### src/rtl/crc32_pkg.sv
// crc32_pkg
//   Shared constants and the single-bit LFSR step for the MSB-first
//   Ethernet-polynomial CRC-32 (BZIP2 flavour: init all-ones, no bit
//   reflection, final complement).
//
//   CRC32_POLY     generator polynomial, x^32 term implicit
//   CRC32_INIT     register value after reset
//   CRC32_RESIDUE  complemented register value after a frame followed by
//                  its own FCS (MSB first) has been fed through the engine
package crc32_pkg;

    localparam logic [31:0] CRC32_POLY    = 32'h04C11DB7;
    localparam logic [31:0] CRC32_INIT    = 32'hFFFFFFFF;
    localparam logic [31:0] CRC32_RESIDUE = 32'h38FB2284;

    // One bit through the LFSR with an explicit polynomial, so that
    // parameterised instances can use a non-default generator.
    function automatic logic [31:0] crc32_bit_step_p(
        input logic [31:0] r,
        input logic        b,
        input logic [31:0] poly
    );
        logic fb;
        fb = b ^ r[31];
        return {r[30:0], 1'b0} ^ (fb ? poly : 32'h0000_0000);
    endfunction

    // One bit through the LFSR using the Ethernet polynomial.
    function automatic logic [31:0] crc32_bit_step(
        input logic [31:0] r,
        input logic        b
    );
        return crc32_bit_step_p(r, b, CRC32_POLY);
    endfunction

endpackage

### src/rtl/crc32_dibit_step.sv
// crc32_dibit_step
//   Purely combinational next-state logic: advances a CRC-32 register by
//   one dibit. dibit_i[1] is the earlier bit on the wire and is applied
//   first, dibit_i[0] second.
//
//   Ports:
//     state_i  [31:0]  current CRC register
//     dibit_i  [1:0]   input symbol, MSB earlier
//     state_o  [31:0]  register after both bits
module crc32_dibit_step
    import crc32_pkg::*;
#(
    parameter logic [31:0] POLY = CRC32_POLY
) (
    input  logic [31:0] state_i,
    input  logic [1:0]  dibit_i,
    output logic [31:0] state_o
);

    logic [31:0] mid;

    always_comb begin
        mid     = crc32_bit_step_p(state_i, dibit_i[1], POLY);
        state_o = crc32_bit_step_p(mid,     dibit_i[0], POLY);
    end

endmodule

### src/rtl/crc32_dibit.sv
// crc32_dibit
//   Streaming CRC-32 engine, one 2-bit symbol per clock, no back-pressure.
//   The register is never re-seeded on its own: a new frame needs a reset
//   pulse, otherwise further dibits continue the running checksum.
//
//   Ports:
//     clk          system clock, rising edge
//     rst          asynchronous reset, active low
//     axiiv        input dibit valid
//     axiid [1:0]  input dibit, [1] is the earlier bit
//     axiov        one-cycle pulse after the stream's valid drops
//     axiod [31:0] checksum (complement of the CRC register), held while idle
module crc32_dibit
    import crc32_pkg::*;
#(
    parameter logic [31:0] POLY = CRC32_POLY,
    parameter logic [31:0] INIT = CRC32_INIT
) (
    input  logic        clk,
    input  logic        rst,
    input  logic        axiiv,
    input  logic [1:0]  axiid,
    output logic        axiov,
    output logic [31:0] axiod
);

    logic [31:0] crc_d, crc_q;
    logic [31:0] crc_next;
    logic        was_vld_d, was_vld_q;
    logic        axiov_d, axiov_q;

    crc32_dibit_step #(
        .POLY (POLY)
    ) u_step (
        .state_i (crc_q),
        .dibit_i (axiid),
        .state_o (crc_next)
    );

    always_comb begin
        crc_d     = axiiv ? crc_next : crc_q;
        was_vld_d = axiiv;
        // Falling edge of valid: the register already holds the final
        // value, so flag it for the consumer.
        axiov_d   = was_vld_q & ~axiiv;
    end

    always_ff @(posedge clk or negedge rst) begin
        if (!rst) begin
            crc_q     <= INIT;
            was_vld_q <= 1'b0;
            axiov_q   <= 1'b0;
        end else begin
            crc_q     <= crc_d;
            was_vld_q <= was_vld_d;
            axiov_q   <= axiov_d;
        end
    end

    assign axiod = ~crc_q;
    assign axiov = axiov_q;

endmodule

### config.mk
export PLATFORM = sky130hd
export DESIGN_NAME = crc32_dibit
export DESIGN_NICKNAME = d
export VERILOG_FILES = /design/src/rtl/crc32_pkg.sv /design/src/rtl/crc32_dibit_step.sv /design/src/rtl/crc32_dibit.sv
export SDC_FILE = /design/constraint.sdc
export NUM_CORES = 1
export LEC_CHECK = 0
export BUFFER_PORTS_ARGS = -buffer_cell sky130_fd_sc_hd__buf_2
export CORE_AREA = 2 2 59 61
export CTS_BUF_LIST = sky130_fd_sc_hd__clkbuf_4 sky130_fd_sc_hd__clkbuf_8
export DETAILED_ROUTE_END_ITERATION = 8
export DIE_AREA = 0 0 61 63
export GPL_TIMING_DRIVEN = 1
export PLACE_DENSITY = 0.82
export SYNTH_ARGS = -nofsm -noshare
export SYNTH_HDL_FRONTEND = slang
export SYNTH_SLANG_ARGS = --single-unit
export TNS_END_PERCENT = 30
### constraint.sdc
create_clock -name clk -period 1.65 [get_ports clk]
set_input_delay 0.33 -clock clk [delete_from_list [all_inputs] [get_ports clk]]
set_output_delay 0.33 -clock clk [all_outputs]
set_load 0.01 [all_outputs]
-- Yosys cells after proc, flatten, opt, wreduce, memory -nomap -nowiden
Cells that the tools add are included.
- $add $sub $neg: 0
- multipliers: 0
- div/mod/pow operators: 0
- magnitude comparators: 0
- equality and inequality tests: 0
- shift-type cells: 0
- multiplexer cells: 2
- bitwise gates (word level): 7
- reductions and logical operators: 0
- operators by type and width (operator ; count):
    32-bit XOR ; 2
    27-bit two-way mux ; 2
    32-bit NOT ; 1
    1-bit XOR ; 2
    1-bit AND ; 1
    1-bit NOT ; 1
- flip-flop bits (word level): 34
- latch bits: 0
- memory bits (writable): 0
- ROM bits: 0
- input port bits: 5
- output and inout bits: 33
- logic and storage cells: 12
- memories kept: 0

-- Logic depth before layout (Yosys ltp)
Gate-level depths: netlist (run 1).
- word-level depth: 6
- mapped depth: 4
- depth with buffers taken out: 3

-- By module
A second synthesis (run 1) with hierarchy kept.
- cell total of the unflattened synthesis: 139
- area, all modules: 1971.9 um2
- by module, submodules not included (module ; instances ; cells each ; area each (um2) ; seq. area each (um2)):
    crc32_dibit ; 1 ; 103 ; 1557.7 ; 890.9
    crc32_dibit_step ; 1 ; 36 ; 414.1 ; 0.0

-- Worst setup path before layout (run 1)
OpenSTA, ideal clock, no wires.
- kind: flip-flop to flip-flop
- start point: register crc_q[30]
- end point: register crc_q[23]
- library setup time: 0.075 ns
- arrival: 1.327 ns
- required time: 1.575 ns
- setup slack: 0.248 ns
- stages on the path, launching flop included: 5
- buffers on the path: 1
- period minus slack after synthesis: 1.402 ns
- cells stage by stage: dfstp_2 > xnor2_1 > buf_4 > xnor3_1 > mux2i_1
- cells in the longest elaborated chain, start to end: 4
- RTL lines (element ; line ; text):
    start, declared ; crc32_dibit.sv:27 ; logic [31:0] crc_d, crc_q;
    start signal, assigned ; crc32_dibit.sv:54 ; crc_q <= crc_d;
    32-bit XOR ; crc32_pkg.sv:25 ; return {r[30:0], 1'b0} ^ (fb ? poly : 32'h0000_0000);
    1-bit XOR ; crc32_pkg.sv:24 ; fb = b ^ r[31];
    27-bit two-way mux ; crc32_pkg.sv:25 ;
    32-bit XOR ; crc32_pkg.sv:25 ;
No other way between the ends.
A chain may end at the register's enable or synchronous reset.

-- Worst setup path after layout (run 1)
- start point: register crc_q[31]
- end point: output port axiod[31]
- cells in the longest elaborated chain, start to end: 1
- RTL lines (element ; line ; text):
    32-bit NOT ; crc32_dibit.sv:60 ; assign axiod = ~crc_q;
    end, declared ; crc32_dibit.sv:24 ; output logic [31:0] axiod
No other way between the ends.

==> results.md, run 1 <==
- Cell Chain, Critical Path: inv_1 -> buf_2
- Ys Warns: 0
- Port bufs: 37
- Vias in the first global route: 1,102
- Tot Pwr: 4.09 mW
- Post-synthesis register bit count: 34
- DRC violation total after the first TritonRoute iteration: 17
- Area delta synth->final: 20.4%
- CTS tree: yes
- Startpoint types: flop
- R2r worst-path depth: 4
- Logic pwr share: 48.0%
- HP Class: input pin to asynchronous set/reset pin
- RePlAce Congestion: between 0.6 and 0.7
- Power share of the clock group: about an eighth
- Max_slew headroom: 62.1%
- Internal Power: 2.68 mW
- Synth Cell Area: approximately 0.0017 mm^2
- Die span in y: between 60 and 70 um
- Worst R2R End: crc_q[23]
- Total congestion overflow: 0
- Syn Area/Cell: 11.8 um^2
- Slew @ Worst Pin: about 0.57 ns
- Latest clock arrival within the worst-skew pair: 0.33 ns
- Most frequent cells after synthesis: 32 x dfstp_2, 32 x inv_1, 19 x mux2i_1
- Inserted Clock Buffers: 5
- DRC Markers: 0
- Maximum vdd drop: 0.000956 V
- Setup slack, reg-to-reg: 0.21 ns
- Die area: around 0.0038 mm^2
- Largest net degree at the start of global routing: 48
- CP bufs+invs: 2
- Initial Util: 51.5%
- Top_reg_cell synth: dfstp_2
- Ports: 38
- CP max stage delay: 0.60 ns
- Post-route ant nets: 0
- Setup Viol. Count Final: 0
- PD cells: 2040 mW/mm^2
- RSZ-0062 raised after global routing: no
- Hpwl dp: between 1500 and 2000 um
- Data arrival, critical path: 1.13 ns
- DR WL/cell: 12.6 um
- Critical-path cell with the highest stage delay: dfstp_2
- Wire length of the first global-routing pass: 5040 um
- Critical Path End Type: output port
- Post-synth EDFFs: 0
- Synthesized net count: ~150
- Hold_buf cts: 0
- Die extent in x: 61 um
- F_max: 0.686 GHz
- # diodes: 0
- Root Driver: clkbuf_4
- Mapped Cells: 141
- P_leak: 1.03 nW
- Sw power: 1.42 mW
- Critical path type: flop to output port
- Cell row count: 21
- Tmin final: 1.46 ns
- Ys async rst share: 100%
- Sequential Power Share: between 30% and 40%
- Fraction of layout cells with a size suffix above 1: 45.7%
- Status: finished, final reports clean
- Max Root-Sink Buffers: 2
- Number of library cell types mapped by synthesis: 17
- Fin crit share: 88.3%
- Critical Path RT: 1.32 ns
- CTS sink count: 34
- H-tree depth: 2
- Biggest area consumer among synthesized cells: dfstp_2
- Final Hold Viols: 0
- Via Count: 1,052
- Final-report max-slew violation count: 0
- Pre-Repair DR Iteration Count: 4
- Via density: 4.57
- Maximum fanout along the worst path: 2
- Layout Utilization: 62.0%
- Seq/Total Area, Yosys: 53.5%
- Cell family with most CP delay: flip-flops
- Sw frac: 34.6%
- Clk slew on worst S/H paths: 0.10 ns
- Drt total wl: roughly 2900 um
- Total GRT Usage: 18.0%
- Core area: 0.00323 mm^2
- Max-Cap Viols: 0
- Initial antenna violation count: 0
- Worst flop-to-flop path startpoint: crc_q[31]
- Top post-synthesis cells by area: dfstp_2 51%, mux2i_1 11%, xnor3_1 8.1%, xnor2_1 7.9%, inv_1 7.2%
- Final clock skew: 0.00907 ns
- Layout Nets: 188
- Top cell type's share of synthesized area: 50.5%
==> worst max-delay path by stage <==
| stage | from | endpoint | slack [ns] | depth (start not counted) |
|---|---|---|---|---|
| 2_1_floorplan | crc_q[30] | crc_q[23] | 0.25 | 4 |
| 3_3_place_gp | axiid[0] | crc_q[11] | -0.03 | 4 |
| 3_5_place_dp | axiid[0] | crc_q[11] | -0.12 | 4 |
| 4_1_cts | crc_q[31] | axiod[31] | 0.17 | 2 |
| 5_1_grt | crc_q[31] | axiod[31] | 0.12 | 2 |
| 6_report | crc_q[31] | axiod[31] | 0.19 | 2 |
==> layout by cell type (no fill, tap or decap), drive strengths merged <==
| cell type | instances |
|---|---|
| clkbuf | 7 |
| dfstp | 32 |
| buf | 42 |
| xnor3 | 6 |
| xnor2 | 16 |
| clkinv | 1 |
| nand2 | 11 |
| nor2b | 1 |
| o21ai | 11 |
| a21oi | 2 |
| mux2i | 19 |
| inv | 32 |
| dfrtp | 2 |
| nor2 | 2 |
==> repair_timing <==
action | in CTS | in global routing
buffers inserted | 3 | 0
gates resized for setup | 1 | 0
endpoints found under the setup margin | 3 | 0
==> routing by layer <==
metal,GRT usage [%],share of wire [%],vias up
met5,0,0,-
met4,8.15,1.5,0
met3,4.76,5.0,6
met2,29.2,51,33
met1,21.8,43,504
li1,-,-,509
==> cell families after synthesis <==
family / count (synthesis) / synth area share, %
compound gates: 13 / 3.91
xor+xnor: 22 / 17.7
buf+inv: 39 / 10.2
flops: 34 / 53.5
mux: 19 / 11.4
simple gates: 14 / 3.31
==> flip-flops by register name (all words and copies together) (netlist names) <==
name / flops
was_vld_q: 1
axiov: 1
crc_q: 32
==> power by group through the flow <==
| stage | combinational (mW) | sequential [mW] | clock [mW] |
|---|---|---|---|
| global route | 2.20 | 1.68 | 0.553 |
| CTS | 2.00 | 1.64 | 0.517 |
| floorplan | 1.42 | 1.58 | 0 |
| global placement | 1.84 | 1.62 | 0 |
| finish | 1.96 | 1.63 | 0.498 |
| detailed placement | 1.92 | 1.64 | 0 |
==> per-stage QoR <==
| step | TNS, ns | cell area (um^2) | cells | setup slack (ns) | hold WS [ns] |
|---|---|---|---|---|---|
| 6_report | 0 | 2000 | 230 | 0.193 | 0.00172 |
| 3_3_place_gp | -0.146 | 1890 | 219 | -0.0265 | 0.366 |
| 4_1_cts | 0 | 2000 | 230 | 0.167 | 0.0100 |
| 2_1_floorplan | 0 | 1660 | 141 | 0.248 | 0.0344 |
| 3_5_place_dp | -0.599 | 1890 | 219 | -0.119 | 0.385 |
| 5_1_grt | 0 | 2000 | 230 | 0.118 | 0.0199 |
==> area by class of cell <==
type | count | area [um^2]
Fill cell | 280 | 1230
Tap cell | 46 | 57.6
Multi-Input combinational cell | 68 | 623
Clock inverter | 1 | 5.00
Inverter | 32 | 120
Clock buffer | 7 | 58.8
Timing Repair Buffer | 42 | 248
Sequential cell | 34 | 891
(Power assumes the default switching activity.)
==> inputs of run 2 (changes only) <==
- CAP_MARGIN: default -> 20
- CORE_AREA: 2 2 59 61 -> 2 2 62 64
- DIE_AREA: 0 0 61 63 -> 0 0 64 66
- HOLD_SLACK_MARGIN: default -> 0.12
- PLACE_DENSITY: 0.82 -> 0.85
- SYNTH_HIERARCHICAL: default -> 1
==> results.md, run 2 <==
- Layout Nets: 182 (-3.2%)
- Count leader, synth: inv_1
- Clk slew on worst S/H paths: 0.11 ns (about the same)
- Maximum fanout along the worst path: 11 (+9)
- Area of all placed cells without fillers: 0.00224 mm^2 (+12%)
- Status: finished, final reports clean
- Syn Area/Cell: 14.2 um^2 (+20%)
- Hpwl dp: 2170 um (+11%)
- Largest net degree at the start of global routing: 35 (-27%)
- Max reg flops: 32 (unchanged)
- Post-route setup slack: 0.0626 ns (-0.130 ns)
- R2r worst-path depth: 4 (unchanged)
- Top_reg_cell synth: dfstp_2
- Post-synth EDFFs: 0 (unchanged)
- Hold slack: 0.259 ns (+0.257 ns)
- Data arrival, critical path: 1.88 ns (+0.75 ns)
- Final clock skew: 0.0125 ns (+0.00342 ns)
- Inserted Clock Buffers: 5 (unchanged)
- Layout Utilization: 63.2% (+1.2 points)
- F_max: 0.630 GHz (-8.2%)
- RePlAce Congestion: 0.721 (+3.4%)
- Port bufs: 37 (unchanged)
- PD cells: 2460 mW/mm^2 (+20%)
- Final Hold Viols: 0 (unchanged)
- Drt total wl: 3150 um (+8.8%)
- Slew @ Worst Pin: 0.420 ns (-0.149 ns)
- P_leak: 1.17 nW (+14%)
- Total congestion overflow: 0 (unchanged)
- Core area: 0.00355 mm^2 (+9.9%)
- Total GRT Usage: 17.0% (-0.94 points)
- Max Root-Sink Buffers: 2 (unchanged)
- Setup slack, reg-to-reg: 0.06 ns (-0.15 ns)
- Initial Util: 55.5% (+4.0 points)
- Final Non-Filler Cells: 226 (-1.7%)
- Top cell type's share of synthesized area: 42.6% (-7.9 points)
- Startpoint types: flop
- Seq/Total Area, Yosys: 45.2% (-8.4 points)
- Area delta synth->final: 13.8%
- H-tree depth: 2 (unchanged)
- Vias in the first global route: 1,075 (-2.5%)
- Sum of negative setup slack: 0 ns (unchanged)
- Fin crit share: 96.2% (+7.9 points)
- Max-Cap Viols: 0 (unchanged)
- Ys Warns: 6 (+6)
- Top post-synthesis cells by area: dfstp_2 43%, mux2_4 22%, inv_1 6.3%, xnor2_1 6.2%, xor3_4 5.6%
- Critical path type: flop to flop
- Latest clock arrival within the worst-skew pair: 0.35 ns (+0.02 ns)
- Initial antenna violation count: 0 (unchanged)
- Mapped Cells: 139 (-1.4%)
- Root Driver: clkbuf_4
- CTS tree: yes
- Largest register by flop count: crc_q
- Final-report max-slew violation count: 0 (unchanged)
- Critical path endpoint: crc_q[2]
- Placed inst area: 0.00211 mm^2 (+12%)
- Die span in y: 66 um (+4.8%)
- Wire length of the first global-routing pass: 5230 um (+3.8%)
- Worst flop-to-flop path startpoint: crc_q[31]
- DR WL/cell: 14.0 um (+11%)
- Max_slew headroom: 72.0% (+9.9 points)
- # diodes: 0 (unchanged)
- Tmin final: 1.59 ns (+0.130 ns)
- Setup Viol. Count Final: 0 (unchanged)
- CTS sink count: 34 (unchanged)
- Die area: 0.00422 mm^2 (+9.9%)
- Most frequent cells in the layout: 37 x buf_2, 33 x inv_1, 32 x dfstp_2
- Via Count: 1,023 (-2.8%)
- Cell row count: 22 (+4.8%)
- Pre-Repair DR Iteration Count: 4 (unchanged)
- Number of library cell types mapped by synthesis: 15 (-2)
- Post-place setup slack: -0.410 ns (-0.291 ns)
- RSZ-0062 raised after global routing: no
- Ports: 38 (unchanged)
- Post-synthesis register bit count: 34 (unchanged)
- DRC Markers: 0 (unchanged)
- Via density: 4.53 (-1.0%)
- Ys async rst share: 100% (unchanged)
- DRC violation total after the first TritonRoute iteration: 17 (unchanged)
- Commonest non-fill, non-tap cell in the layout: buf_2
- Setup crit start: crc_q[31]
- HP Class: input pin to flop
- Tot Pwr: 5.52 mW (+35%)
- Maximum vdd drop: 0.00108 V (+13%)
- Most frequent cells after synthesis: 33 x inv_1, 32 x dfstp_2, 29 x mux2_4
- Synth Cell Area: 0.00197 mm^2 (+18%)
- Fraction of layout cells with a size suffix above 1: 70.2% (+25 points)
- Critical Path End Type: flop
- Placed insts: 214 (-2.3%)
- Worst R2R End: crc_q[2]
- Biggest area consumer among synthesized cells: dfstp_2
- Post-route ant nets: 0 (unchanged)
- Synthesized net count: 144 (-1.4%)
- Die extent in x: 64 um (+4.9%)
- Critical Path RT: 1.94 ns (+0.62 ns)
## run 2: changes by cell type after synthesis, sizes merged, moves of 2 or more
cell	previous run	this run
mux2	0	32
mux2i	19	0
buf	5	17
nand2	11	0
o21ai	11	0
xnor3	6	0
xor3	0	6
a21oi	2	0
clkbuf	2	0
nor2	2	0
## run 2: final cells by class
class | count | area, um^2
fillers | 285 | 1310
flip-flops and latches | 34 | 891
multi-input cells | 55 | 811
repair buffers | 48 | 295
inverters | 33 | 124
well taps | 48 | 60.1
clock buffers | 6 | 51.3
clock inverters | 2 | 12.5
## run 2: critical path: stages (launching register included)
cell and delay (ns):
dfstp_2 0.59, xnor2_4 0.13, buf_12 0.16, xor3_4 0.37
mux2_4 0.28
## run 2: layer usage
| metal | GRT usage (%) | routed length [um] | up-vias |
|---|---|---|---|
| met4 | 9.78 | 45 | 0 |
| met3 | 4.26 | 182 | 5 |
| met1 | 21.7 | 1350 | 502 |
| met2 | 26.4 | 1580 | 31 |
| li1 | - | - | 485 |
| met5 | 0 | 0 | - |
## run 2: cells by family after synthesis
kind of cell	share of synthesized area, %
buf+inv	15.2
flops	45.2
mux	23.8
xor+xnor	15.5
simple gates	0.317
## run 2: power breakdown
| part | internal, mW | switching [mW] | total [mW] |
|---|---|---|---|
| clock network | 0.205 | 0.293 | 0.498 |
| logic | 2.02 | 1.02 | 3.04 |
| registers | 1.57 | 0.409 | 1.98 |
## run 2: how the worst min path moves through the flow
stage | to | startpoint | slack (ns) | depth (start not counted)
floorplan | axiov | rst | 0.03 | 0
global placement | axiov | rst | 0.37 | 2
detailed placement | was_vld_q | rst | 0.38 | 2
CTS | was_vld_q | axiiv | 0.25 | 1
global route | was_vld_q | axiiv | 0.26 | 1
finish | was_vld_q | axiiv | 0.26 | 1
## run 2: what timing repair did
| item | in CTS | in global routing |
|---|---|---|
| setup buffers | 3 | 0 |
| setup endpoints to repair | 10 | 0 |
| hold endpoints to repair | 2 | 0 |
| hold buffers | 1 | 0 |
| gates resized for setup | 2 | 0 |
==> inputs of run 3 (changes only) <==
- CORE_AREA: 2 2 62 64 -> 2 2 59 61
- DIE_AREA: 0 0 64 66 -> 0 0 61 63
- PLACE_DENSITY: 0.85 -> 0.82
- SYNTH_HIERARCHICAL: 1 -> default
==> results.md, run 3 (synthesized netlist as in run 1, its figures left out) <==
- Max-Cap Viols: 0 (unchanged)
- Data arrival, critical path: 1.13 ns (-0.75 ns)
- CTS sink count: 34 (unchanged)
- Critical Path End Type: output port
- Fill cell count: 279 (-2.1%)
- Wire length of the first global-routing pass: 5040 um (-3.7%)
- Hold Crit Depth: 2 (+1)
- Port bufs: 37 (unchanged)
- CTS tree: yes
- # diodes: 0 (unchanged)
- Maximum vdd drop: 0.000958 V (-12%)
- Pre-Repair DR Iteration Count: 4 (unchanged)
- Die area: 0.00384 mm^2 (-9.0%)
- Setup slack, reg-to-reg: 0.21 ns (+0.15 ns)
- PD cells: 2030 mW/mm^2 (-17%)
- DRC violation total after the first TritonRoute iteration: 18 (+1)
- Setup Viol. Count Final: 0 (unchanged)
- Clk slew on worst S/H paths: 0.10 ns (about the same)
- Area delta synth->final: 21.0%
- Inserted Clock Buffers: 5 (unchanged)
- Max_slew headroom: 62.1% (-10 points)
- Hold endpoint: was_vld_q
- Largest register by flop count: crc_q
- RePlAce Congestion: 0.698 (-3.2%)
- Total congestion overflow: 0 (unchanged)
- Fraction of layout cells with a size suffix above 1: 45.4% (-25 points)
- RSZ-0062 raised after global routing: no
- Maximum fanout along the worst path: 2 (-9)
- Die extent in x: 61 um (-4.7%)
- F_max: 0.686 GHz (+8.9%)
- P_leak: 1.04 nW (-12%)
- Critical Path RT: 1.32 ns (-0.62 ns)
- HP Class: input pin to flop
- R2r worst-path depth: 4 (unchanged)
- Core area: 0.00323 mm^2 (-9.0%)
- Total GRT Usage: 18.0% (+0.94 points)
- Final Non-Filler Cells: 231 (+2.2%)
- Critical path type: flop to output port
- GR Util met1: 21.8% (+0.11 points)
- Most frequent cells in the layout: 37 x buf_2, 32 x inv_1, 32 x dfstp_2
- Via density: 4.57 (+0.99%)
- Final clock skew: 0.00907 ns (-0.00342 ns)
- Commonest non-fill, non-tap cell in the layout: buf_2
- HP Start: axiiv
- Ports: 38 (unchanged)
- Die span in y: 63 um (-4.5%)
- Startpoint types: flop
- Placed insts: 219 (+2.3%)
- DRC Markers: 0 (unchanged)
- Hold slack: 0.369 ns (+0.110 ns)
- DR WL/cell: 12.6 um (-9.9%)
- Tmin final: 1.46 ns (-0.130 ns)
- H-tree depth: 2 (unchanged)
- Final-report max-slew violation count: 0 (unchanged)
- Area of the multi-input gates: 623 um^2 (-23%)
- Cell row count: 21 (-4.5%)
- Met2 usage: 29.2% (+2.7 points)
- Latest clock arrival within the worst-skew pair: 0.33 ns (-0.02 ns)
- Status: finished, final reports clean
- Initial Util: 51.5% (-4.0 points)
- Met3 Usage GRT: 4.76% (+0.50 points)
- Initial antenna violation count: 0 (unchanged)
- Vias in the first global route: 1,102 (+2.5%)
- Fin crit share: 88.3% (-7.9 points)
- Root Driver: clkbuf_4
- Max Root-Sink Buffers: 2 (unchanged)
- Grt peak-use layer: met2
- Drt total wl: 2910 um (-7.9%)
- Hpwl dp: 1960 um (-9.9%)
- Tot Pwr: 4.09 mW (-26%)
- Max reg flops: 32 (unchanged)
- Worst flop-to-flop path startpoint: crc_q[31]
- Post-route ant nets: 0 (unchanged)
- Slew @ Worst Pin: 0.569 ns (+0.149 ns)
- Worst R2R End: crc_q[23]
- Register area: 891 um^2 (unchanged)
- Largest net degree at the start of global routing: 48 (+37%)
- Final Hold Viols: 0 (unchanged)
- Via Count: 1,056 (+3.2%)
- Layout Nets: 189 (+3.8%)
- Layout Utilization: 62.3% (-0.92 points)
==> run 3: how the worst max path moves through the flow <==
stage,from,end,slack (ns),cells after the start
final,crc_q[31],axiod[31],0.19,2
after global routing,crc_q[31],axiod[31],0.12,2
after CTS,crc_q[31],axiod[31],0.17,2
after detailed placement,axiid[0],crc_q[11],-0.12,4
after global placement,axiid[0],crc_q[11],-0.03,4
after floorplan,crc_q[30],crc_q[23],0.25,4
==> run 3: critical path, cell delays in order (launching register included) <==
cell and delay [ns]:
dfstp_2 0.60, inv_1 0.06, buf_2 0.13
==> run 3: layout make-up <==
type	count	area share, %
Sequential cell	34	44.3
Clock buffer	7	2.92
Tap cell	46	2.86
Multi-Input combinational cell	68	31.0
Timing Repair Buffer	43	12.8
Inverter	32	5.97
Clock inverter	1	0.249
==> run 3: power breakdown <==
| group | internal, mW | leakage [nW] | total (mW) | switching, mW |
|---|---|---|---|---|
| Clock | 0.223 | 0.0387 | 0.498 | 0.275 |
| Combinational | 1.00 | 0.640 | 1.96 | 0.962 |
| Sequential | 1.45 | 0.361 | 1.63 | 0.180 |
==> run 3: routing by layer <==
metal	part of all wire [%]	up-vias
met4	1.5	0
met2	51	33
met5	0	-
li1	-	511
met3	5.0	6
met1	43	506
==> run 3: repair_timing <==
action                                  4_1_cts  5_1_grt
hold buffers                                  1        0
gates resized for setup                       1        0
setup buffers                                 3        0
endpoints found under the hold margin         2        0
endpoints found under the setup margin        3        0
==> run 3: through the flow <==
stage	instance area, um^2	setup TNS (ns)	worst slack [ns]
2_1_floorplan	1660	0	0.248
3_3_place_gp	1890	-0.146	-0.0265
3_5_place_dp	1890	-0.599	-0.119
4_1_cts	2010	0	0.167
5_1_grt	2010	0	0.118
6_report	2010	0	0.193
